`src/rtl/decoder_3to8_pulse.sv`:
```
// rtl/decoder_3to8_pulse.sv - sequenced 3-to-8 decoder with 2-entry code FIFO and fixed-length one-hot pulses
module decoder_3to8_pulse #(
   parameter int unsigned PULSE_LEN = 4,
   parameter int unsigned GAP_LEN   = 1
) (
   input  logic       clk,
   input  logic       rst_n,
   input  logic       in_valid,
   output logic       in_ready,
   input  logic [2:0] in_code,
   input  logic       en,
   output logic [7:0] out_onehot,
   output logic       out_active,
   output logic       busy
);

   localparam int unsigned MAX_LEN = (PULSE_LEN > GAP_LEN) ? PULSE_LEN : GAP_LEN;
   localparam int CW = ($clog2(MAX_LEN + 1) < 1) ? 1 : $clog2(MAX_LEN + 1);
   localparam logic [CW-1:0] PULSE_LOAD = CW'(PULSE_LEN - 1);
   localparam logic [CW-1:0] GAP_LOAD   = (GAP_LEN > 0) ? CW'(GAP_LEN - 1) : '0;

   typedef enum logic [1:0] {
      ST_IDLE,
      ST_DRIVE,
      ST_GAP
   } state_t;

   state_t        state, state_n;
   logic [CW-1:0] cnt, cnt_n;
   logic [7:0]    onehot_q, onehot_n;

   logic [2:0] mem [2];
   logic       rd_ptr, wr_ptr;
   logic [1:0] count;
   logic       ready_q;
   logic       push, pop;

   // ready_q keeps in_ready low through reset and for the edge that releases it
   assign in_ready = ready_q && (count != 2'd2);
   assign push     = in_valid && in_ready;
   assign pop      = (state == ST_IDLE) && en && (count != 2'd0);

   always_ff @(posedge clk or negedge rst_n) begin
      if (!rst_n) begin
         rd_ptr  <= 1'b0;
         wr_ptr  <= 1'b0;
         count   <= 2'd0;
         ready_q <= 1'b0;
      end else begin
         ready_q <= 1'b1;
         if (push) wr_ptr <= ~wr_ptr;
         if (pop)  rd_ptr <= ~rd_ptr;
         case ({push, pop})
            2'b10:   count <= count + 2'd1;
            2'b01:   count <= count - 2'd1;
            default: count <= count;
         endcase
      end
   end

   always_ff @(posedge clk) begin
      if (push) mem[wr_ptr] <= in_code;
   end

   always_comb begin
      state_n  = state;
      cnt_n    = cnt;
      onehot_n = onehot_q;
      unique case (state)
         ST_IDLE: begin
            onehot_n = 8'h00;
            if (pop) begin
               onehot_n = 8'(1) << mem[rd_ptr];
               cnt_n    = PULSE_LOAD;
               state_n  = ST_DRIVE;
            end
         end
         ST_DRIVE: begin
            if (cnt == '0) begin
               onehot_n = 8'h00;
               if (GAP_LEN > 0) begin
                  cnt_n   = GAP_LOAD;
                  state_n = ST_GAP;
               end else begin
                  state_n = ST_IDLE;
               end
            end else begin
               cnt_n = cnt - 1'b1;
            end
         end
         ST_GAP: begin
            onehot_n = 8'h00;
            if (cnt == '0) state_n = ST_IDLE;
            else           cnt_n   = cnt - 1'b1;
         end
         default: begin
            onehot_n = 8'h00;
            state_n  = ST_IDLE;
         end
      endcase
   end

   always_ff @(posedge clk or negedge rst_n) begin
      if (!rst_n) begin
         state    <= ST_IDLE;
         cnt      <= '0;
         onehot_q <= 8'h00;
      end else begin
         state    <= state_n;
         cnt      <= cnt_n;
         onehot_q <= onehot_n;
      end
   end

   assign out_onehot = onehot_q;
   assign out_active = |onehot_q;
   assign busy       = (state != ST_IDLE) || (count != 2'd0);

endmodule
```
`config.mk`:
```
export PLATFORM = sky130hd
export DESIGN_NAME = decoder_3to8_pulse
export DESIGN_NICKNAME = d
export VERILOG_FILES = /design/src/rtl/decoder_3to8_pulse.sv
export SDC_FILE = /design/constraint.sdc
export NUM_CORES = 1
export LEC_CHECK = 0
export ABC_AREA = 0
export CORE_MARGIN = 4
export CORE_UTILIZATION = 48
export DETAILED_ROUTE_END_ITERATION = 12
export PLACE_DENSITY = 0.84
export SYNTH_ARGS = -nofsm -noshare
export SYNTH_HDL_FRONTEND = slang
export SYNTH_SLANG_ARGS = --single-unit
```
`constraint.sdc`:
```
create_clock -name clk -period 1.65 [get_ports clk]
set_clock_uncertainty 0.1 [all_clocks]
set_input_delay 0.2475 -clock clk [delete_from_list [all_inputs] [get_ports clk]]
set_output_delay 0.2475 -clock clk [all_outputs]
set_load 0.03 [all_outputs]
```
==> Yosys cells after proc, flatten, opt, wreduce, memory -nomap -nowiden <==
Memories as Yosys holds them, arrays and structs flattened.
Cells that the tools add are included.
Widths: inputs -> output; s select.
{ "op_classes": {"bitwise": 2, "muxes": 14, "reduce_logical": 14, "n_addsub": 3, "n_eq_ne": 9, "shifts": 1} }
{ "op_table": {"columns": ["operator", "n"], "rows": [
  ["$mux 8", 2],
  ["$pmux 8 s2", 1],
  ["$ne 2x2->1 const B", 5],
  ["$mux 3", 3],
  ["$pmux 3 s3", 1],
  ["$reduce_or 8->1", 1],
  ["$shl 1x3->8 const A", 1],
  ["$mux 2", 3],
  ["$pmux 2 s3", 1],
  ["$reduce_and 3->1", 2],
  ["$reduce_bool 2->1", 3],
  ["$eq 2x1->1 const B", 2],
  ["$eq 2x2->1 const B", 2],
  ["$logic_and 1x1->1", 4],
  ["$pmux 2 s2", 1],
  ["$logic_not 3->1", 1],
  ["$reduce_bool 3->1", 1],
  ["$sub 3x1->3 const B", 1],
  ["$add 2x1->2 const B", 1],
  ["$logic_not 2->1", 1],
  ["$mux 1", 2],
  ["$not 1->1", 2],
  ["$sub 2x1->2 const B", 1],
  ["$logic_or 1x1->1", 1]
]} }
{ "totals": {"regBits": 18, "memories": 1, "ramBits": 6} }
{ "mem_list": {"columns": ["name", "depth", "width", "rd", "rd_ports_with_merged_regs", "wr", "line_no", "rtl"], "rows": [
  ["mem", 2, 3, 1, 0, 1, "32", "logic [2:0] mem [2];"]
]} }

==> Depth between registers and ports, before layout <==
Gate-level depths: netlist of the first run.
{ "logic_depth": {"depth_word": 5, "mapped_depth": 8, "mapped_depth_nobuf": 8} }

==> Worst setup path before layout of the first run <==
Ideal clock, no wire load.
{ "synth_path": {"path_type": "register to register", "startpoint": "reg count[0]", "endpoint": "reg count[1]", "n_path_buf": 0, "stages_incl_launch_ff": 8, "synth_period_minus_slack_ns": 2.021, "arrival_time_ns": 1.796, "setup_time_ns": 0.125, "setup_slack_ns": -0.371, "path_cell_list": "dfrtp_1 inv_1 a21boi_1 nand2_1 ha_1 xnor2_1 nor2_1 xor2_1"} }
{ "synth_between": {"elab_chain_cells": 5} }
{ "synth_lines": {"columns": ["item", "line_no", "rtl"], "rows": [
  ["start, declared", "34", "logic [1:0] count;"],
  ["start signal, assigned", "54", "2'b10: count <= count + 2'd1;"],
  ["start signal, assigned", "55", "2'b01: count <= count - 2'd1;"],
  ["start signal, assigned", "56", "default: count <= count;"],
  ["$ne 2x2->1 (*)", "39", "assign in_ready = ready_q && (count != 2'd2);"],
  ["$logic_and 1x1->1 (*)", "39", null],
  ["net in_ready", "9", "output logic in_ready,"],
  ["$logic_and 1x1->1 (*)", "40", "assign push = in_valid && in_ready;"],
  ["$eq 2x1->1 or $eq 2x2->1 (tied branches)", "53", "case ({push, pop})"],
  ["$pmux 2 s2 or $reduce_bool 2->1 (tied branches)", null, null]
]} }
The timed path passes the listed nets; every way through them passes the cells marked *.
A chain may end at the register's enable or synchronous reset.

==> Final worst setup path of the first run <==
{ "layout_path": {"startpoint": "reg state[0]", "endpoint": "out busy"} }
{ "layout_between": {"elab_chain_cells": 2} }
{ "layout_lines": {"columns": ["item", "line_no", "rtl"], "rows": [
  ["start, declared", "28", "state_t state, state_n;"],
  ["start signal, assigned", "109", "state <= state_n;"],
  ["$reduce_bool 2->1", "117", "assign busy = (state != ST_IDLE) || (count != 2'd0);"],
  ["$logic_or 1x1->1", "117", null],
  ["end, declared", "14", "output logic busy"]
]} }
Every way passes these cells.

==> results of run 1 <==
==> repair_timing <==
| action | CTS | global route |
|---|---|---|
| setup buffers | 4 | 4 |
| pin swaps | 2 | 13 |
| setup endpoints to repair | 20 | 18 |
| resized for setup | 33 | 30 |
==> power groups by stage <==
stage | logic, mW | registers, mW | clock network, mW
2_1_floorplan | 0.926 | 0.928 | 0
3_3_place_gp | 1.44 | 0.847 | 0
3_5_place_dp | 1.52 | 0.862 | 0
4_1_cts | 1.66 | 0.852 | 0.272
5_1_grt | 2.19 | 0.892 | 0.302
6_report | 2.05 | 0.872 | 0.272
==> cell type report <==
cell class                      count  share of cell area [%]
Clock inverter                      1                  0.2023
Multi-Input combinational cell     78                   41.00
Timing Repair Buffer               44                   19.76
Tap cell                           30                   2.023
Inverter                            9                   1.821
Clock buffer                        3                   1.214
Sequential cell                    24                   33.99
==> stage by stage <==
stage                     setup slack (ps)  util, %
after global routing                -218.8    74.90
after global placement              -344.9    64.55
final                               -177.4    74.90
after detailed placement            -383.2    64.55
after CTS                           -177.4    68.33
after floorplan                      1.301        -
==> cell usage in the layout, fill, tap and decap left out, drive strengths merged, types with 3 or more instances in the layout <==
cell           count
a21oi              8
buf               30
clkbuf             3
clkdlybuf4s50      6
dfrtp             18
dlygate4sd2        8
edfxtp             6
ha                 8
inv                9
nand2             15
nand3b             3
nor2               7
o21ai              3
o31ai              9
xnor2              3
==> state kept, by name (all words and copies together) (netlist names) <==
name / count
count: 2
state: 2
wr_ptr: 1
cnt: 3
out_onehot: 8
mem: 6
ready_q: 1
rd_ptr: 1
==> worst register-to-register path: stages, from the launching register on <==
cell and delay, ps:
dfrtp_1 400, inv_2 70, buf_4 130, buf_4 150
ha_4 190, a21oi_2 150, o21ai_0 100, mux2_4 260
==> worst max path at each step <==
| stage | from | endpoint | cells after the start |
|---|---|---|---|
| 2_1_floorplan | state[0] | count[1] | 7 |
| 3_3_place_gp | state[0] | busy | 5 |
| 3_5_place_dp | state[0] | busy | 5 |
| 4_1_cts | state[0] | busy | 5 |
| 5_1_grt | state[0] | busy | 5 |
| 6_report | state[0] | busy | 5 |
==> metal layers <==
layer  wire length, um  part of all wire (%)  track usage [%]  vias to the layer above
met5                 0                     0                0                        -
met1              1192                    38            20.03                      521
li1                  -                     -                -                      489
met3               146                   4.7            2.179                       13
met2              1706                    54            35.17                       38
met4                93                   3.0            4.854                        0
==> logic make-up after synthesis <==
kind of cell,count (synthesis),synth area share [%]
adder cells (fa/ha/maj),8,7.968
flip-flops,24,50.20
AND/OR/NAND/NOR,34,13.25
other,1,0.2985
AO/OA/AOI/OAI,28,17.33
multiplexers,2,2.091
XOR/XNOR,5,3.487
buffers and inverters,12,5.378
==> key figures, run 1 <==
Placement
  • Placed Area: 1599 sq um
  • Routability cong.: 0.7487
  • Port Buf Inserts: 17
  • Hpwl dp: 2013 um
  • Post-placement cell count: 179

Setup path
  • Crit path max-delay family: flip-flops
  • Reg2reg start: state[0]
  • CP Capture Type: primary output
  • Maximum fanout along the worst path: 2
  • Reg-to-Reg End: cnt[1]
  • Critical path data required time: 1300 ps
  • CP Data Arrival Time: 1480 ps
  • CP max stage cell: dfrtp_1
  • Setup CP Type: flop to primary output
  • Worst r2r path cells: 7
  • Worst path bufs/invs: 3
  • CP Cell Sequence: inv_2, ha_4, inv_2, or3_4, buf_6
  • Crit-path max cell delay: 430 ps
  • Reg2Reg Setup Slack: 0 ps
  • Most frequent CP cell: inv_2
  • Critical Path Start Type: flop

Finish
  • Fill cell count: 153
  • # diodes: 0
  • Register area: 630.6 sq um
  • Share of cells above drive strength 1: 45.91%
  • Non-filler cells, final: 189
  • Syn-to-layout area delta: 47.71%
  • Post-route cell area: 1856 sq um
  • Multi-input gate area: 760.7 sq um
  • Fin nets: 175

Yosys
  • Post-synth top area share: 35.86%
  • Synth area leaders: dfrtp_1, edfxtp_1, ha_1
  • #FFs+latches synth: 24
  • Dominant synthesized flop cell: dfrtp_1
  • Syn nets: 129
  • Mapped Cells: 114
  • Yosys Warn Count: 0
  • Async set-reset flop share out of synthesis: 75.00%
  • Largest area contributor in the netlist: dfrtp_1
  • Post-synth EDFFs: 6
  • Synth cell types: 34
  • Post-Synthesis Mean Instance Area: 11.02 sq um
  • Sequential-to-total area share from yosys stat: 50.20%
  • Cell area after synthesis: 1256 sq um
  • Most common cell in the netlist: dfrtp_1
  • Commonest cells post-synth: dfrtp_1, nand2_1, inv_1, ha_1

Clock tree
  • Worst-path clk slew: 130 ps
  • Clock root buffer master: clkbuf_4
  • H-tree levels: 1
  • CTS tree: built
  • CTS buffer count: 3
  • TritonCTS Sinks: 24
  • Worst-Skew Late Latency: 320 ps
  • CTS Buffer Depth: 2
  • Cts hold-fix bufs: 0

Power
  • Logic pwr share: 64.2%
  • Sequential share of power: 27.3%
  • Total power: 3.196 mW
  • Worst IR Drop VDD: 1.531 mV
  • Leakage: 0.8308 nW
  • Pint: 1.830 mW
  • NetSw: 1.367 mW
  • Clock share of power: 8.5%
  • Pwr/cell area: 1722 nW/um^2
  • Switching power share of the total: 42.76%

Routing
  • DR iter-0 viols: 46
  • Post-route ant nets: 0
  • DRC Markers: 0
  • Vias: 1061
  • 1st-pass router iterations: 4
  • DRT Wirelength: 3138 um
  • Vias per std cell: 5.614
  • Avg WL per Cell: 16.60 um

Timing
  • Setup ws final: -177.4 ps
  • Setup Viol. Count Final: 2
  • Setup TNS: -179.1 ps
  • Final worst path period need: 1827 ps
  • Hold WS: 136.0 ps
  • Final slew viol count: 0
  • Fmax: 547.2 MHz
  • Final hold vios: 0
  • RSZ-0062 raised after global routing: true
  • Period utilisation layout: 110.8%

Die
  • Chip height: 59.16 um
  • IO Count: 18
  • Die width: 59.16 um
  • Row count: 18
  • Die Footprint: 3499 sq um
  • Starting Density: 50.71%
  • Core area: 2477 sq um

Outcome
  • Failing checks: negative setup slack
  • Outcome: finished with violations

Global route
  • Gr ovfl total: 0
  • Total track usage: 17.94%
  • Largest net degree at the start of global routing: 19
  • First-pass GRT wire length: 4692 um
  • Vias in the first global route: 1041
  • Initial antenna violation count: 0

Worst hold path
  • Hold/Removal Path Class: primary input to asynchronous set/reset pin

Flow run
  • Max Cap Viol: 0
No activity file was read; power rests on OpenSTA's default activity.
==> run 2, diff against run 1 <==
--- a/config.mk
+++ b/config.mk
@@ -6,6 +6,7 @@
 export NUM_CORES = 1
 export LEC_CHECK = 0
 export ABC_AREA = 0
+export CAP_MARGIN = 10
 export CORE_MARGIN = 4
 export CORE_UTILIZATION = 48
 export DETAILED_ROUTE_END_ITERATION = 12
==> results of run 2 <==
Final layout, timing and power as in run 1 (identical DEF).
